File: src/rtl/alu_nibble_seq_if.sv
// Bus between the nibble sequencer and one external 4-bit ALU slice.
// The sequencer drives operands/function; the slice returns F and carry-out.
interface alu_nibble_seq_if;
    logic [3:0] alu_a;
    logic [3:0] alu_b;
    logic [3:0] alu_s;
    logic       alu_m;
    logic       alu_cin;
    logic [3:0] alu_f;
    logic       alu_cout;

    modport master (
        output alu_a, alu_b, alu_s, alu_m, alu_cin,
        input  alu_f, alu_cout
    );

    modport slave (
        input  alu_a, alu_b, alu_s, alu_m, alu_cin,
        output alu_f, alu_cout
    );
endinterface

File: src/rtl/alu_nibble_seq.sv
// Runs a full-width ALU operation through a single shared 4-bit slice,
// one nibble per clock, least significant nibble first, chaining the carry.
module alu_nibble_seq #(
    parameter int NIBBLES = 9,
    parameter int IDXW    = 4
) (
    input  logic                   clk,
    input  logic                   reset_n,
    input  logic                   start,
    output logic                   ready,
    input  logic                   abort,
    input  logic [4*NIBBLES-1:0]   op_a,
    input  logic [4*NIBBLES-1:0]   op_b,
    input  logic [3:0]             op_s,
    input  logic                   op_m,
    input  logic                   op_cin,
    alu_nibble_seq_if.master       alu,
    output logic [4*NIBBLES-1:0]   result,
    output logic                   cout,
    output logic                   zero,
    output logic                   done
);
    localparam int W = 4 * NIBBLES;

    typedef enum logic [1:0] {
        ST_IDLE = 2'd0,
        ST_RUN  = 2'd1,
        ST_DONE = 2'd2
    } state_t;

    state_t            state_r;
    logic [IDXW-1:0]   idx_r;
    logic [W-1:0]      a_r;
    logic [W-1:0]      b_r;
    logic [W-1:0]      result_r;
    logic [3:0]        s_r;
    logic              m_r;
    logic              cin_r;
    logic              carry_r;
    logic              cout_r;
    logic              done_r;
    logic              ready_r;
    logic [IDXW+1:0]   off_s;
    logic              last_s;

    // idx is forced back to 0 whenever RUN is left, so outside RUN the slice
    // sees nibble 0 of the latched operands and cin_r as carry-in.
    assign off_s        = {idx_r, 2'b00};
    assign last_s       = (idx_r == IDXW'(NIBBLES - 1));
    assign alu.alu_a    = a_r[off_s +: 4];
    assign alu.alu_b    = b_r[off_s +: 4];
    assign alu.alu_s    = s_r;
    assign alu.alu_m    = m_r;
    assign alu.alu_cin  = (idx_r == {IDXW{1'b0}}) ? cin_r : carry_r;

    assign result = result_r;
    assign cout   = cout_r;
    assign done   = done_r;
    assign ready  = ready_r;
    assign zero   = (result_r == {W{1'b0}});

    // Sequencer FSM: operand latch, per-nibble capture, carry chaining, status flags.
    always_ff @(posedge clk or negedge reset_n) begin
        if (!reset_n) begin
            state_r  <= ST_IDLE;
            idx_r    <= {IDXW{1'b0}};
            a_r      <= {W{1'b0}};
            b_r      <= {W{1'b0}};
            result_r <= {W{1'b0}};
            s_r      <= 4'd0;
            m_r      <= 1'b0;
            cin_r    <= 1'b0;
            carry_r  <= 1'b0;
            cout_r   <= 1'b0;
            done_r   <= 1'b0;
            ready_r  <= 1'b1;
        end else begin
            case (state_r)
                ST_IDLE: begin
                    done_r <= 1'b0;
                    // abort outranks start even while idle
                    if (start && !abort) begin
                        a_r      <= op_a;
                        b_r      <= op_b;
                        s_r      <= op_s;
                        m_r      <= op_m;
                        cin_r    <= op_cin;
                        result_r <= {W{1'b0}};
                        idx_r    <= {IDXW{1'b0}};
                        ready_r  <= 1'b0;
                        state_r  <= ST_RUN;
                    end else begin
                        ready_r  <= 1'b1;
                    end
                end
                ST_RUN: begin
                    if (abort) begin
                        idx_r   <= {IDXW{1'b0}};
                        done_r  <= 1'b0;
                        ready_r <= 1'b1;
                        state_r <= ST_IDLE;
                    end else begin
                        result_r[off_s +: 4] <= alu.alu_f;
                        carry_r              <= alu.alu_cout;
                        if (last_s) begin
                            cout_r  <= alu.alu_cout;
                            idx_r   <= {IDXW{1'b0}};
                            done_r  <= 1'b1;
                            state_r <= ST_DONE;
                        end else begin
                            idx_r   <= idx_r + IDXW'(1);
                        end
                    end
                end
                ST_DONE: begin
                    idx_r   <= {IDXW{1'b0}};
                    done_r  <= 1'b0;
                    ready_r <= 1'b1;
                    state_r <= ST_IDLE;
                end
                default: begin
                    idx_r   <= {IDXW{1'b0}};
                    done_r  <= 1'b0;
                    ready_r <= 1'b1;
                    state_r <= ST_IDLE;
                end
            endcase
        end
    end
endmodule

File: src/flat_wrapper.sv
// flat-port wrapper written by rule: the top's interface ports become plain ports
module alu_nibble_seq_flat 
#(
    parameter int NIBBLES = 9,
    parameter int IDXW    = 4
)
  (clk, reset_n, start, ready, abort, op_a, op_b, op_s, op_m, op_cin, result, cout, zero, done, alu_alu_a, alu_alu_b, alu_alu_s, alu_alu_m, alu_alu_cin, alu_alu_f, alu_alu_cout);
  alu_nibble_seq_if alu_i ();
  input  logic clk;
  input  logic reset_n;
  input  logic start;
  output logic ready;
  input  logic abort;
  input  logic [4*NIBBLES-1:0] op_a;
  input  logic [4*NIBBLES-1:0] op_b;
  input  logic [3:0] op_s;
  input  logic op_m;
  input  logic op_cin;
  output logic [4*NIBBLES-1:0] result;
  output logic cout;
  output logic zero;
  output logic done;
  output wire logic [$bits(alu_i.alu_a)-1:0] alu_alu_a;
  output wire logic [$bits(alu_i.alu_b)-1:0] alu_alu_b;
  output wire logic [$bits(alu_i.alu_s)-1:0] alu_alu_s;
  output wire logic [$bits(alu_i.alu_m)-1:0] alu_alu_m;
  output wire logic [$bits(alu_i.alu_cin)-1:0] alu_alu_cin;
  input wire logic [$bits(alu_i.alu_f)-1:0] alu_alu_f;
  input wire logic [$bits(alu_i.alu_cout)-1:0] alu_alu_cout;
  assign alu_alu_a = alu_i.alu_a;
  assign alu_alu_b = alu_i.alu_b;
  assign alu_alu_s = alu_i.alu_s;
  assign alu_alu_m = alu_i.alu_m;
  assign alu_alu_cin = alu_i.alu_cin;
  assign alu_i.alu_f = alu_alu_f;
  assign alu_i.alu_cout = alu_alu_cout;
  alu_nibble_seq #(.NIBBLES(NIBBLES), .IDXW(IDXW)) u_core (.clk(clk), .reset_n(reset_n), .start(start), .ready(ready), .abort(abort), .op_a(op_a), .op_b(op_b), .op_s(op_s), .op_m(op_m), .op_cin(op_cin), .alu(alu_i), .result(result), .cout(cout), .zero(zero), .done(done));
endmodule
File: config.mk
export PLATFORM = sky130hd
export DESIGN_NAME = alu_nibble_seq_flat
export DESIGN_NICKNAME = d
export VERILOG_FILES = /design/src/rtl/alu_nibble_seq_if.sv /design/src/rtl/alu_nibble_seq.sv /design/src/flat_wrapper.sv
export SDC_FILE = /design/constraint.sdc
export NUM_CORES = 1
export LEC_CHECK = 0
export BUFFER_PORTS_ARGS = -buffer_cell sky130_fd_sc_hd__buf_4
export CAP_MARGIN = 20
export CORE_MARGIN = 2
export CORE_UTILIZATION = 45
export CTS_CLUSTER_DIAMETER = 120
export DETAILED_ROUTE_END_ITERATION = 10
export PLACE_DENSITY = 0.69
export SYNTH_ARGS = -nofsm -noshare
export SYNTH_HDL_FRONTEND = slang
export SYNTH_SLANG_ARGS = --single-unit
File: constraint.sdc
create_clock -name clk -period 8.11 [get_ports clk]
set_clock_uncertainty 0.15 [all_clocks]
set_input_delay 0.4055 -clock clk [delete_from_list [all_inputs] [get_ports clk]]
set_output_delay 0.4055 -clock clk [all_outputs]
set_load 0.005 [all_outputs]
Yosys cells after proc, flatten, opt, wreduce, memory -nomap -nowiden
Cells that the tools add are included.
Operators by class
  $add $sub $neg: 2
  multipliers: 0
  divide/modulo/power cells: 0
  order comparisons: 0
  eq/ne operators: 6
  shift-type cells: 4
  muxes and demuxes: 19
  bitwise logic cells: 1
  reductions and logical operators: 11
Operator list (number)
  $mux 36: 2
  $pmux 36 s2: 1
  $shiftx 36x7->4: 2
  $bwmux 36: 1
  $logic_not 36->1: 1
  $shift 4x8->36 const A: 1
  $shiftx 4x8->36: 1
  $mux 4: 3
  $neg 6->8: 1
  $pmux 4 s2: 1
  $mux 1: 6
  $mux 2: 3
  $reduce_and 2->1: 3
  $reduce_and 3->1: 2
  $add 4x1->4 const B: 1
  $eq 4x4->1 const B: 1
  $logic_not 4->1: 1
  $ne 2x2->1 const B: 2
  $pmux 2 s2: 1
  $ne 3x2->1 const B: 1
  $eq 2x1->1 const B: 1
  $logic_not 2->1: 1
  $ne 2x1->1 const B: 1
  $pmux 1 s2: 1
  other kinds (4): 4
Word-level totals
  flip-flop bits (word level): 124
  latch bits: 0
  memory bits (writable): 0
  bits in read-only memories: 0
  output and inout port bits: 54
  logic and storage cells: 55
  memories: 0

Logic depth before layout (Yosys ltp)
  word-level depth: 5
  mapped depth: 8

Worst setup path before layout
No wires, ideal clock.
  kind: flip-flop to flip-flop
  start point: reg u_core.idx_r[0]
  end point: reg u_core.result_r[32] (netlist: u_core.result[32])
  data arrival time: 2.305 ns
  path slack: 5.534 ns
  stages on the path, launching flop included: 9
  period minus slack after synthesis: 2.576 ns
  path through: dfrtp_1 > buf_4 > buf_6 > inv_1 > ha_1 > or2_2 > a2111oi_0 > o21ai_0 > a22o_1
On the way
  word-level cells in the longest chain between the ends: 5
RTL lines
  start: declaration: RTL line alu_nibble_seq.sv:32  | logic [IDXW-1:0] idx_r;
  start signal: assignment: RTL line alu_nibble_seq.sv:66  | idx_r <= {IDXW{1'b0}};
  start signal: assignment: RTL line alu_nibble_seq.sv:89  | idx_r <= {IDXW{1'b0}};
  start signal: assignment: RTL line alu_nibble_seq.sv:98  | idx_r <= {IDXW{1'b0}};
  $neg 6->8 (*): RTL line alu_nibble_seq.sv:103  | result_r[off_s +: 4] <= alu.alu_f;
  $shiftx 4x8->36 or $shift 4x8->36 (tied branches): RTL line alu_nibble_seq.sv:103
  $bwmux 36 (*): RTL line alu_nibble_seq.sv:103
  $mux 36 (*): RTL line alu_nibble_seq.sv:97  | if (abort) begin
  $pmux 36 s2 (*): RTL line alu_nibble_seq.sv:78  | case (state_r)
  end signal: assignment: RTL line alu_nibble_seq.sv:69  | result_r <= {W{1'b0}};
  end signal: assignment: RTL line alu_nibble_seq.sv:88  | result_r <= {W{1'b0}};
  end signal: indexed assignment: RTL line alu_nibble_seq.sv:103
  end: declaration: RTL line alu_nibble_seq.sv:35  | logic [W-1:0] result_r;
Every way passes the cells marked *; elsewhere a longest branch is shown, timed or not. The select of a mux whose other input is x is not followed.
A chain may end at the register's enable or synchronous reset.

Worst setup path in the final report
  start point: reg u_core.idx_r[0]
  end point: out alu_alu_cin
On the way
  word-level cells in the longest chain between the ends: 2
RTL lines
  $logic_not 4->1: RTL line alu_nibble_seq.sv:54  | assign alu.alu_cin = (idx_r == {IDXW{1'b0}}) ? cin_r : carry_r;
  $mux 1: RTL line alu_nibble_seq.sv:54
  end: declaration: RTL line flat_wrapper.sv:27  | output wire logic [$bits(alu_i.alu_cin)-1:0] alu_alu_cin;
No other way between the ends.

==> flow_summary.json <==
{
  "drc": 0,
  "antennaDiodeCount": 0,
  "stdcell_count": 889,
  "r2r_slack_ps": 4940,
  "yosysSeqAreaShare_pct": 54.24,
  "timing.hold.ws_ps": 31.32,
  "path_clk_slew_ps": 60,
  "yosys-top-cells-count": "248 x nand2_1, 123 x dfrtp_1, 25 x a22o_1, 15 x buf_2, 14 x nand3_1",
  "routed-via-count": 4707,
  "startpoint_type": "register",
  "ys_top_cells_by_area": "dfrtp_1 54%, nand2_1 16%, mux4_2 5.1%",
  "finalHoldViolCount": 0,
  "worst_setup_path_end_kind": "output pin",
  "dieArea_mm2": 0.01364,
  "pin_count": 141,
  "antenna_found_initial": 0,
  "cts-root-buf": "clkbuf_16",
  "rr_endpoint": "u_core.result[32]",
  "post-cts-setup-buffers": 0,
  "crit_arrival_ps": 2740,
  "place_congestion": 0.9104,
  "outcome": "completed",
  "drive_above_1_share_pct": 28.59,
  "max-slew-margin-rel_pct": 35.97,
  "yosysUniqueCellTypes": 48,
  "fmax_mhz": 303.7,
  "power_leakage_uw": 0.003812,
  "reg2reg_from": "u_core.idx_r[0]",
  "yosys.area.top_type": "dfrtp_1",
  "die_w_um": 116.8,
  "cellPowerDensity_mw_per_mm2": 281.2,
  "dp_cells": 855,
  "syn_area_per_cell_um2": 9.970,
  "required_ps": 7550,
  "whs_path_depth": 3,
  "regArea_mm2": 0.003104,
  "r2r_cells": 7,
  "hold_class": "in2reg",
  "ant_nets": 0,
  "multi_input_area_mm2": 0.002409,
  "vias_per_cell": 5.295,
  "dr.pass1.iters": 5,
  "worst_pin_slew_ps": 960.4,
  "ctsHtreeMaxLevel": 4,
  "critical_path_class": "reg2out",
  "start_util_pct": 45.72,
  "vdd_drop_max_mv": 0.1342,
  "core-area_mm2": 0.01252,
  "p_total_uw": 2099,
  "clk-insertion-delay-late_ps": 410,
  "track_usage_pct": 21.71,
  "io_buffers": 140,
  "finalCoreUtilization_pct": 59.63,
  "finalNetCount": 795,
  "synthCells": 574,
  "clock_sinks": 124,
  "post-route-period-util_pct": 40.60,
  "synth.top_cell.area_share_pct": 53.78,
  "grt_max_degree": 92,
  "synth_flop_cell": "dfrtp_1",
  "grt_overflow": 0,
  "ys_async_sr_fraction_pct": 100.0,
  "fillers": 1067,
  "grt_pass1_wl_um": 22760,
  "grt_pass1_vias": 4644,
  "cts_buffers": 17,
  "period_minus_slack_ps": 3292,
  "synth-edff-count": 0,
  "slew_viol_final": 0,
  "rsz0062_at_grt": "no",
  "post-dp-hpwl_um": 10230,
  "ys_seq_elements": 124,
  "setup-violations-final": 0,
  "wl_per_cell_um": 16.23,
  "crit_fanout": 26,
  "synth.most_common_cell": "nand2_1",
  "die_y_um": 116.8,
  "setup_tns_ps": 0,
  "clock_path_buffers": 2,
  "maxCapViolations": 0,
  "core.rowCount": 41,
  "syn_nets": 665,
  "syn-cell-area_mm2": 0.005723,
  "area_delta_synth_final_pct": 30.41,
  "cts_tree": "built",
  "drtIter0Drc": 307,
  "hold_end": "u_core.b_r[14]",
  "min_from": "op_b[14]",
  "routed_wl_um": 14430,
  "yosysWarnings": 0
}
==> logic make-up (layout without fill, tap and decap cells) <==
group | Yosys count | count (layout) | share of synthesized area (%)
and+or+nand+nor | 313 | 313 | 24.22
DFF | 124 | 124 | 54.24
AOI/OAI and AO/OA | 66 | 66 | 9.270
buffers and inverters | 40 | 183 | 3.673
muxes | 26 | 26 | 7.565
adders and majority gates | 4 | 4 | 0.8745
xor gates and xnor gates | 1 | 1 | 0.1531
==> sequential cells by signal, indices dropped and copies added, names as in the netlist <==
signal            cells
u_core.result        36
u_core.done           1
u_core.state_r        2
u_core.cout           1
u_core.cin_r          1
u_core.a_r           36
u_core.carry_r        1
u_core.alu.alu_s      4
u_core.idx_r          4
u_core.ready          1
u_core.alu.alu_m      1
u_core.b_r           36
==> worst max-delay path, cell delays in order, from the launching register on <==
cell,delay (ps)
dfrtp_1,590
buf_4,430
inv_1,210
ha_1,300
or3b_1,280
mux2_2,370
buf_4,140
==> worst max-delay path by stage <==
stage,from,end,slack (ps),cells past startpoint
finish,u_core.idx_r[0],alu_alu_cin,4820,6
global route,u_core.idx_r[0],alu_alu_cin,4640,6
floorplan,u_core.idx_r[0],u_core.result[32],5530,8
detailed placement,u_core.idx_r[0],u_core.result[34],4960,7
CTS,u_core.idx_r[0],alu_alu_cin,4780,6
global placement,u_core.idx_r[0],u_core.result[34],5060,7
==> per-layer routing <==
layer	GRT usage (%)	up-vias	part of all wire, %
li1	-	2231	-
met1	28.07	2304	44
met2	36.53	156	49
met3	4.840	16	5.7
met4	7.294	0	1.3
met5	0	-	0
==> final cells by class <==
class | instances | area share, %
Sequential cell | 124 | 41.59
Multi-Input combinational cell | 410 | 32.27
Timing Repair Buffer | 146 | 14.99
Clock buffer | 25 | 6.505
Tap cell | 172 | 2.883
Clock inverter | 7 | 1.509
Inverter | 5 | 0.2515
==> cell usage in the layout, fill, tap and decap left out, types with 2 or more instances in the layout <==
cell	synthesis	layout
a22o_1	25	25
a32o_1	12	12
and3_1	3	3
buf_4	3	144
bufinv_16	0	3
clkbuf_1	7	5
clkbuf_16	0	17
clkbuf_8	0	3
clkinv_2	0	3
dfrtp_1	123	123
ha_1	4	4
inv_1	5	5
mux2_2	8	8
mux2i_1	5	5
mux4_2	13	13
nand2_1	248	248
nand2b_1	3	3
nand3_1	14	14
nor2_1	8	8
nor3_1	8	8
nor3b_1	2	2
nor3b_2	2	2
nor4_1	11	11
nor4b_4	2	2
o21ai_0	12	12
o21ai_1	4	4
o221ai_1	3	3
o31ai_1	2	2
or3b_1	2	2
==> what timing repair did <==
action	in CTS	in global routing
resized for setup	0	0
endpoints found under the hold margin	38	0
hold buffers	1	0
==> through the flow <==
| step | worst slack, ps | cell area, µm² |
|---|---|---|
| 6_report | 4818 | 7463 |
| 5_1_grt | 4636 | 7463 |
| 3_5_place_dp | 4962 | 6828 |
| 3_3_place_gp | 5058 | 6828 |
| 4_1_cts | 4782 | 7436 |
| 2_1_floorplan | 5534 | 5723 |
==> report_power, final <==
part	leakage [µW]	switching, µW	internal [µW]	total, µW
combinational	0.00190	260	250	510
clock	0.000291	256	506	762
sequential	0.00162	84.6	742	826
Power figures use the tool's default switching activity.
